File: src/rtl/cpu_pkg.sv
// Shared fetch-path parameters and the fetch FSM state encoding.
// Fetch modules take their widths and reset address from here by default.
package cpu_pkg;
    localparam int N = 32;
    localparam int M = 16;
    localparam logic [15:0] RESET_PC = 16'h0000;

    typedef enum logic [1:0] {
        FETCH = 2'd0,
        HOLD  = 2'd1,
        HALT  = 2'd2
    } fetch_state_t;
endpackage

File: src/rtl/pc_counter.sv
// Program counter: a redirect load takes priority over the +1 step, and the increment wraps at 2^M.
// Updates on the clock edge after load/inc; there is no backpressure, so the owner gates inc/load.
module pc_counter #(
    parameter int M = cpu_pkg::M,
    parameter logic [M-1:0] RESET_PC = cpu_pkg::RESET_PC
) (
    input  logic         clk,
    input  logic         rst,
    input  logic         inc,
    input  logic         load,
    input  logic [M-1:0] target,
    output logic [M-1:0] pc
);
    localparam logic [M-1:0] ONE = {{(M-1){1'b0}}, 1'b1};

    always_ff @(posedge clk or posedge rst) begin
        if (rst) begin
            pc <= RESET_PC;
        end else if (load) begin
            pc <= target;
        end else if (inc) begin
            pc <= pc + ONE;
        end
    end
endmodule

File: src/rtl/fetch_unit.sv
// Single-entry instruction fetch: request a word, hold it for the decoder, honour redirects and halts.
// instr_valid rises one cycle after imem_ready. The decoder stalls fetch by withholding instr_ack.
module fetch_unit #(
    parameter int N = cpu_pkg::N,
    parameter int M = cpu_pkg::M,
    parameter logic [M-1:0] RESET_PC = cpu_pkg::RESET_PC
) (
    input  logic         clk,
    input  logic         rst,
    output logic         imem_req,
    output logic [M-1:0] imem_addr,
    input  logic         imem_ready,
    input  logic [N-1:0] imem_rdata,
    output logic [N-1:0] instr,
    output logic         instr_valid,
    output logic [M-1:0] instr_pc,
    input  logic         instr_ack,
    input  logic         redirect_valid,
    input  logic [M-1:0] redirect_target,
    input  logic         halt_in,
    output logic         halted,
    output logic [31:0]  retired_count
);
    import cpu_pkg::fetch_state_t;
    import cpu_pkg::FETCH;
    import cpu_pkg::HOLD;
    import cpu_pkg::HALT;

    fetch_state_t   state;
    fetch_state_t   state_nxt;
    logic           req_en;
    logic [M-1:0]   pc;
    logic           pc_inc;
    logic           pc_load;
    logic           capture;
    logic           retire;

    pc_counter #(
        .M        (M),
        .RESET_PC (RESET_PC)
    ) u_pc (
        .clk    (clk),
        .rst    (rst),
        .inc    (pc_inc),
        .load   (pc_load),
        .target (redirect_target),
        .pc     (pc)
    );

    // req_en keeps imem_req low until the first edge after reset has been released.
    assign imem_req    = (state == FETCH) && req_en;
    assign imem_addr   = pc;
    assign instr_valid = (state == HOLD);
    assign halted      = (state == HALT);

    always_comb begin
        state_nxt = state;
        pc_inc    = 1'b0;
        pc_load   = 1'b0;
        capture   = 1'b0;
        retire    = 1'b0;
        case (state)
            FETCH: begin
                if (halt_in) begin
                    state_nxt = HALT;
                end else if (redirect_valid) begin
                    pc_load = 1'b1;
                end else if (imem_req && imem_ready) begin
                    capture   = 1'b1;
                    pc_inc    = 1'b1;
                    state_nxt = HOLD;
                end
            end
            HOLD: begin
                retire = instr_ack;
                if (halt_in) begin
                    state_nxt = HALT;
                end else if (redirect_valid) begin
                    pc_load   = 1'b1;
                    state_nxt = FETCH;
                end else if (instr_ack) begin
                    state_nxt = FETCH;
                end
            end
            HALT: begin
                state_nxt = HALT;
            end
            default: begin
                state_nxt = FETCH;
            end
        endcase
    end

    always_ff @(posedge clk or posedge rst) begin
        if (rst) begin
            state  <= FETCH;
            req_en <= 1'b0;
        end else begin
            state  <= state_nxt;
            req_en <= 1'b1;
        end
    end

    always_ff @(posedge clk or posedge rst) begin
        if (rst) begin
            instr    <= '0;
            instr_pc <= '0;
        end else if (capture) begin
            instr    <= imem_rdata;
            instr_pc <= pc;
        end
    end

    always_ff @(posedge clk or posedge rst) begin
        if (rst) begin
            retired_count <= 32'd0;
        end else if (retire) begin
            retired_count <= retired_count + 32'd1;
        end
    end
endmodule
File: config.mk
export PLATFORM = sky130hd
export DESIGN_NAME = fetch_unit
export DESIGN_NICKNAME = d
export VERILOG_FILES = /design/src/rtl/cpu_pkg.sv /design/src/rtl/pc_counter.sv /design/src/rtl/fetch_unit.sv
export SDC_FILE = /design/constraint.sdc
export NUM_CORES = 1
export LEC_CHECK = 0
export CAP_MARGIN = 20
export CORE_ASPECT_RATIO = 1.75
export CORE_UTILIZATION = 41
export DETAILED_ROUTE_END_ITERATION = 10
export GPL_TIMING_DRIVEN = 0
export PLACE_DENSITY_LB_ADDON = 0.3
export SYNTH_ARGS = -nofsm -noshare
export SYNTH_HDL_FRONTEND = slang
export SYNTH_HIERARCHICAL = 1
export SYNTH_SLANG_ARGS = --single-unit
export TNS_END_PERCENT = 30
File: constraint.sdc
create_clock -name clk -period 3.4 [get_ports clk]
set_clock_uncertainty 0.1 [all_clocks]
set_input_delay 1.02 -clock clk [delete_from_list [all_inputs] [get_ports clk]]
set_output_delay 1.02 -clock clk [all_outputs]
set_load 0.02 [all_outputs]
Word level (Yosys, flattened, before mapping)
Index checks and enable logic that the tools add are counted. Widths: inputs -> output; s select.

Register bits after elaboration: 99. Bits of input ports: 54. Output and inout port bits: 99. Word-level logic and storage cells: 36.

Add/sub/neg operators: 2. Equality and inequality tests: 5. Multiplexer cells: 17. Reductions and logical operators: 6.

Operator list (number): $add 32x1->32 const B (1); $mux 16 (2); $add 16x1->16 const B (1); $mux 2 (6); $mux 1 (8); $pmux 2 s3 (1); $ne 4x1->1 const B (1); $ne 3x2->1 const B (1); $ne 3x3->1 const B (1); $reduce_and 3->1 (1); $eq 2x1->1 const B (1); $eq 2x2->1 const B (1); $logic_and 1x1->1 (2); $logic_not 2->1 (1); $reduce_bool 2->1 (1); $reduce_or 2->1 (1).

Logic depth before layout (Yosys ltp)
Depth in word-level cells: 9. Depth in mapped cells: 12.

Cells and area by module
The synthesis kept the hierarchy.

Modules (own cells, without submodules): fetch_unit (instances 1, cells an instance 248, area an instance 3433.3 µm², seq. area each 2077.0 µm²); pc_counter (instances 1, cells an instance 101, area an instance 917.1 µm², seq. area each 400.4 µm²).

Least setup slack after synthesis
Ideal clock, no wire load.

Path kind: input port to flip-flop. Start: input port halt_in. End: register u_pc.pc[13]. Setup time: 127 ps. Data arrival time: 2723 ps. Setup slack: 451 ps. Cell stages on the path: 10. Path buffers: 4. Path through: or3_1 > buf_2 > buf_6 > buf_6 > inv_1 > buf_2 > nand3_1 > nor3_1 > mux2i_1 > nand3_1.

Longest elaborated chain between the ends: 3. Elaborated cells between the ends (all ways): 6. Classes of those cells: mux (5); reduce/logical (1).

RTL lines: start: declaration (line fetch_unit.sv:20) `input logic halt_in,`; $mux 1 (2 in a row); net capture (line fetch_unit.sv:35) `logic capture;`; $reduce_bool 2->1 (no line); end signal: assignment (line pc_counter.sv:20) `pc <= target;`; end signal: assignment (line pc_counter.sv:22) `pc <= pc + ONE;`; end: declaration (line pc_counter.sv:12) `output logic [M-1:0] pc`.

The timed path passes the listed nets, and every way through them passes these cells. A chain may end at the register's enable or synchronous reset.

Worst setup path in the final report
Start: input port halt_in. End: register u_pc.pc[11].

The elaborated chain is that of the path after synthesis.

==> results.md <==
* Run status: finished clean
* Mapped Cells at 349
* Avg Cell Area, Syn at 12.5 um2
* Worst hold start: retired_count[31]
* TritonCTS clock tree: built
* Root buffer selected by CTS: clkbuf_16
* Max Slew Vio Count at 0
* Dpl hpwl at 7.95 mm
* Worst-Skew Late Latency at 0.33 ns
* H-tree levels at 3
* Worst r2r dst: u_pc/pc[11]
* Vias in the first global route at 3496
* Sequential share of the synthesized area at 0.569
* Overall Global Routing Usage at 0.206
* Post-Syn Area at 4350 um2
* CP Launch Point: halt_in
* CTS clk-pin slew, worst paths at 0.07 ns
* Vias after detailed routing at 3342
* Reg2Reg Depth at 12
* Starting DRT DRC Count at 87
* WS Path Type: input port to flop
* CP Data Arrival Time at 3.44 ns
* WHS Path Cells at 1
* Post-route cell area at 6360 um2
* Sinks on Clock Net at 99
* Core area at 10300 um2
* First-pass DRT Iterations at 4
* I/O pins at 153
* Final Hold Vio Count at 0
* Critical path, cell by cell: clkdlybuf4s50_1, or3_1, buf_2, buf_6, buf_6, inv_1, buf_2, nand3_1, nor4_2, xor2_1, mux2_2
* Vias/cell at 5.18
* Net count after synthesis at 405
* I/O Buffers at 152
* Min-delay worst type: flop to flop
* CTS Buf Count at 9
* WL/cell at 16.5 um
* CP bufs+invs at 6
* Final Cycle Share at 0.975
* Rows at 49
* Fraction of layout cells with a size suffix above 1 at 0.162
* Synth warn at 6
* Largest net degree at the start of global routing at 68
* Final ANT Viol Nets at 0
* Die area at 11000 um2
* Buffer depth of the longest clock path at 2
* Slew @ Worst Pin at 0.722 ns
* Setup violators final at 0
* Final cell utilization of the core at 0.618
* Final min period at 3.31 ns
* Required time of the critical path at 3.52 ns
* Crit-path slowest cell: clkdlybuf4s50_1
* FF-to-FF Start: state[1]
* Initial Util at 0.422
* First-pass GRT wire length at 17.5 mm
* Power Dens Cells at 642 nW/um2
* Lkg Pwr at 2.68 nW
* Diode count at 0
* Final worst-path setup slack at 0.0850 ns
* Layout area overhead at 46.3%
* Worst slack at placement at -0.306 ns
* Yosys reg bits at 99
* Die height at 138 um
* Peak supply drop at 0.000482 V
* Crit-path leading delay family: buffers and inverters
* Worst Hold End: retired_count[31]
* Die X at 79.9 um
* Post-placement cell area at 6060 um2
* Drt drc at 0
* TNS Setup at 0 ns
* Max_cap viols at 0
* Initial antenna violation count at 0
* Final #Nets at 569
* Critical Path Max Stage Delay at 0.46 ns
* Max Fclk at 302 MHz
* CP startpoint kind: input port
* Hold buffer count at CTS at 0
* GRT overflow at 0
* GPL Wtd Cong at 0.813
* CP Max Fanout at 10
* Unrepaired setup endpoints after global routing: false
* Crit. End Element: flop
* Max_slew headroom at 0.515
* Worst R2R Setup Slack at 0.52 ns
* Yosys cell types at 34
* Final wirelength at 10.6 mm
## Yosys cell counts (all sizes together)
cell,n,area share
conb,1,0.00086
nand4,15,0.025
or3,1,0.0014
mux2i,3,0.0069
and4b,1,0.0023
nand2b,1,0.0014
nand3b,1,0.0017
and4,2,0.0040
ha,2,0.0058
nand2,34,0.029
nand3,21,0.024
nor3,9,0.010
a21o,1,0.0017
nor2b,3,0.0043
buf,7,0.011
xnor2,36,0.072
mux2,50,0.14
dfrtp,99,0.57
nand4b,1,0.0020
inv,7,0.0060
o21ai,15,0.017
nor4,8,0.020
xor2,8,0.016
nor2,8,0.0069
nor3b,2,0.0046
clkbuf,3,0.0026
a2111oi,1,0.0020
and3,9,0.013
## final cells by class
cell class / instances / area [um2]
Clock buffer: 9 / 225
Inverter: 7 / 28.8
Clock inverter: 7 / 73.8
Multi-Input combinational cell: 233 / 1790
Tap cell: 127 / 159
Buffer: 10 / 58.8
Fill cell: 850 / 3940
Sequential cell: 99 / 2480
Timing Repair Buffer: 153 / 1550
## kinds of logic (layout without fill, tap and decap cells)
logic type	count (synthesis)	in the layout	share of synthesized area
simple gates	116	116	0.151
flops	99	99	0.569
mux	53	53	0.144
xor+xnor	44	44	0.0886
compound gates	17	17	0.0210
buf+inv	17	186	0.0196
fa+ha+maj	2	2	0.00575
other cells	1	1	0.000862
## layer usage
layer	vias up	part of all wire	GRT usage
li1	1545	-	-
met1	1650	0.37	0.221
met2	127	0.55	0.372
met3	20	0.056	0.0502
met4	0	0.027	0.0865
met5	-	0	0
## timing repair
action / in CTS / in global routing
setup buffers: 0 / 0
resized for setup: 0 / 1
endpoints found under the hold margin: 0 / 0
setup endpoints to repair: 0 / 3
## layout by cell type (no fill, tap or decap), types with 2 or more instances in the layout
cell type	n
o21ai_0	13
clkinv_2	2
nor4_1	2
xnor2_1	36
nor4_2	6
mux2i_1	3
and3_1	9
nor2b_1	3
buf_2	5
nand2_1	34
mux2_4	9
clkbuf_1	3
and4_1	2
dfrtp_1	99
nand3_1	21
o21ai_1	2
inv_6	2
xor2_1	8
nor3_1	8
nor2_1	8
mux2_2	41
ha_1	2
clkdlybuf4s50_1	152
buf_6	2
nand4_1	14
clkbuf_16	9
inv_1	6
## registers in the layout (all words and copies together) (netlist names)
signal / cells
instr_pc: 16
instr: 32
req_en: 1
u_pc/pc: 16
state: 2
retired_count: 32
## where the power goes
part / internal (mW) / leakage [nW] / switching (mW) / total, mW
clock network: 0.575 / 0.146 / 0.453 / 1.03
logic: 0.731 / 1.25 / 0.641 / 1.37
registers: 1.43 / 1.29 / 0.253 / 1.69
## metrics by stage
stage          total power, mW  hold slack, ns  instances
2_1_floorplan             2.35           0.434        349
3_3_place_gp              3.05           0.362        628
5_1_grt                   4.29           0.406        645
3_5_place_dp              3.08           0.376        629
6_report                  4.09           0.381        645
4_1_cts                   4.13           0.385        645
## how the worst max path moves through the flow
stage	depth (start not counted)	slack (ns)	endpoint
6_report	11	0.09	u_pc/pc[11]
5_1_grt	11	0.01	u_pc/pc[11]
4_1_cts	11	0.06	u_pc/pc[13]
3_5_place_dp	11	-0.31	u_pc/pc[13]
3_3_place_gp	2	-1.23	instr[0]
2_1_floorplan	1	0.14	instr[0]
Note: power is estimated with default switching activity, not from simulation.
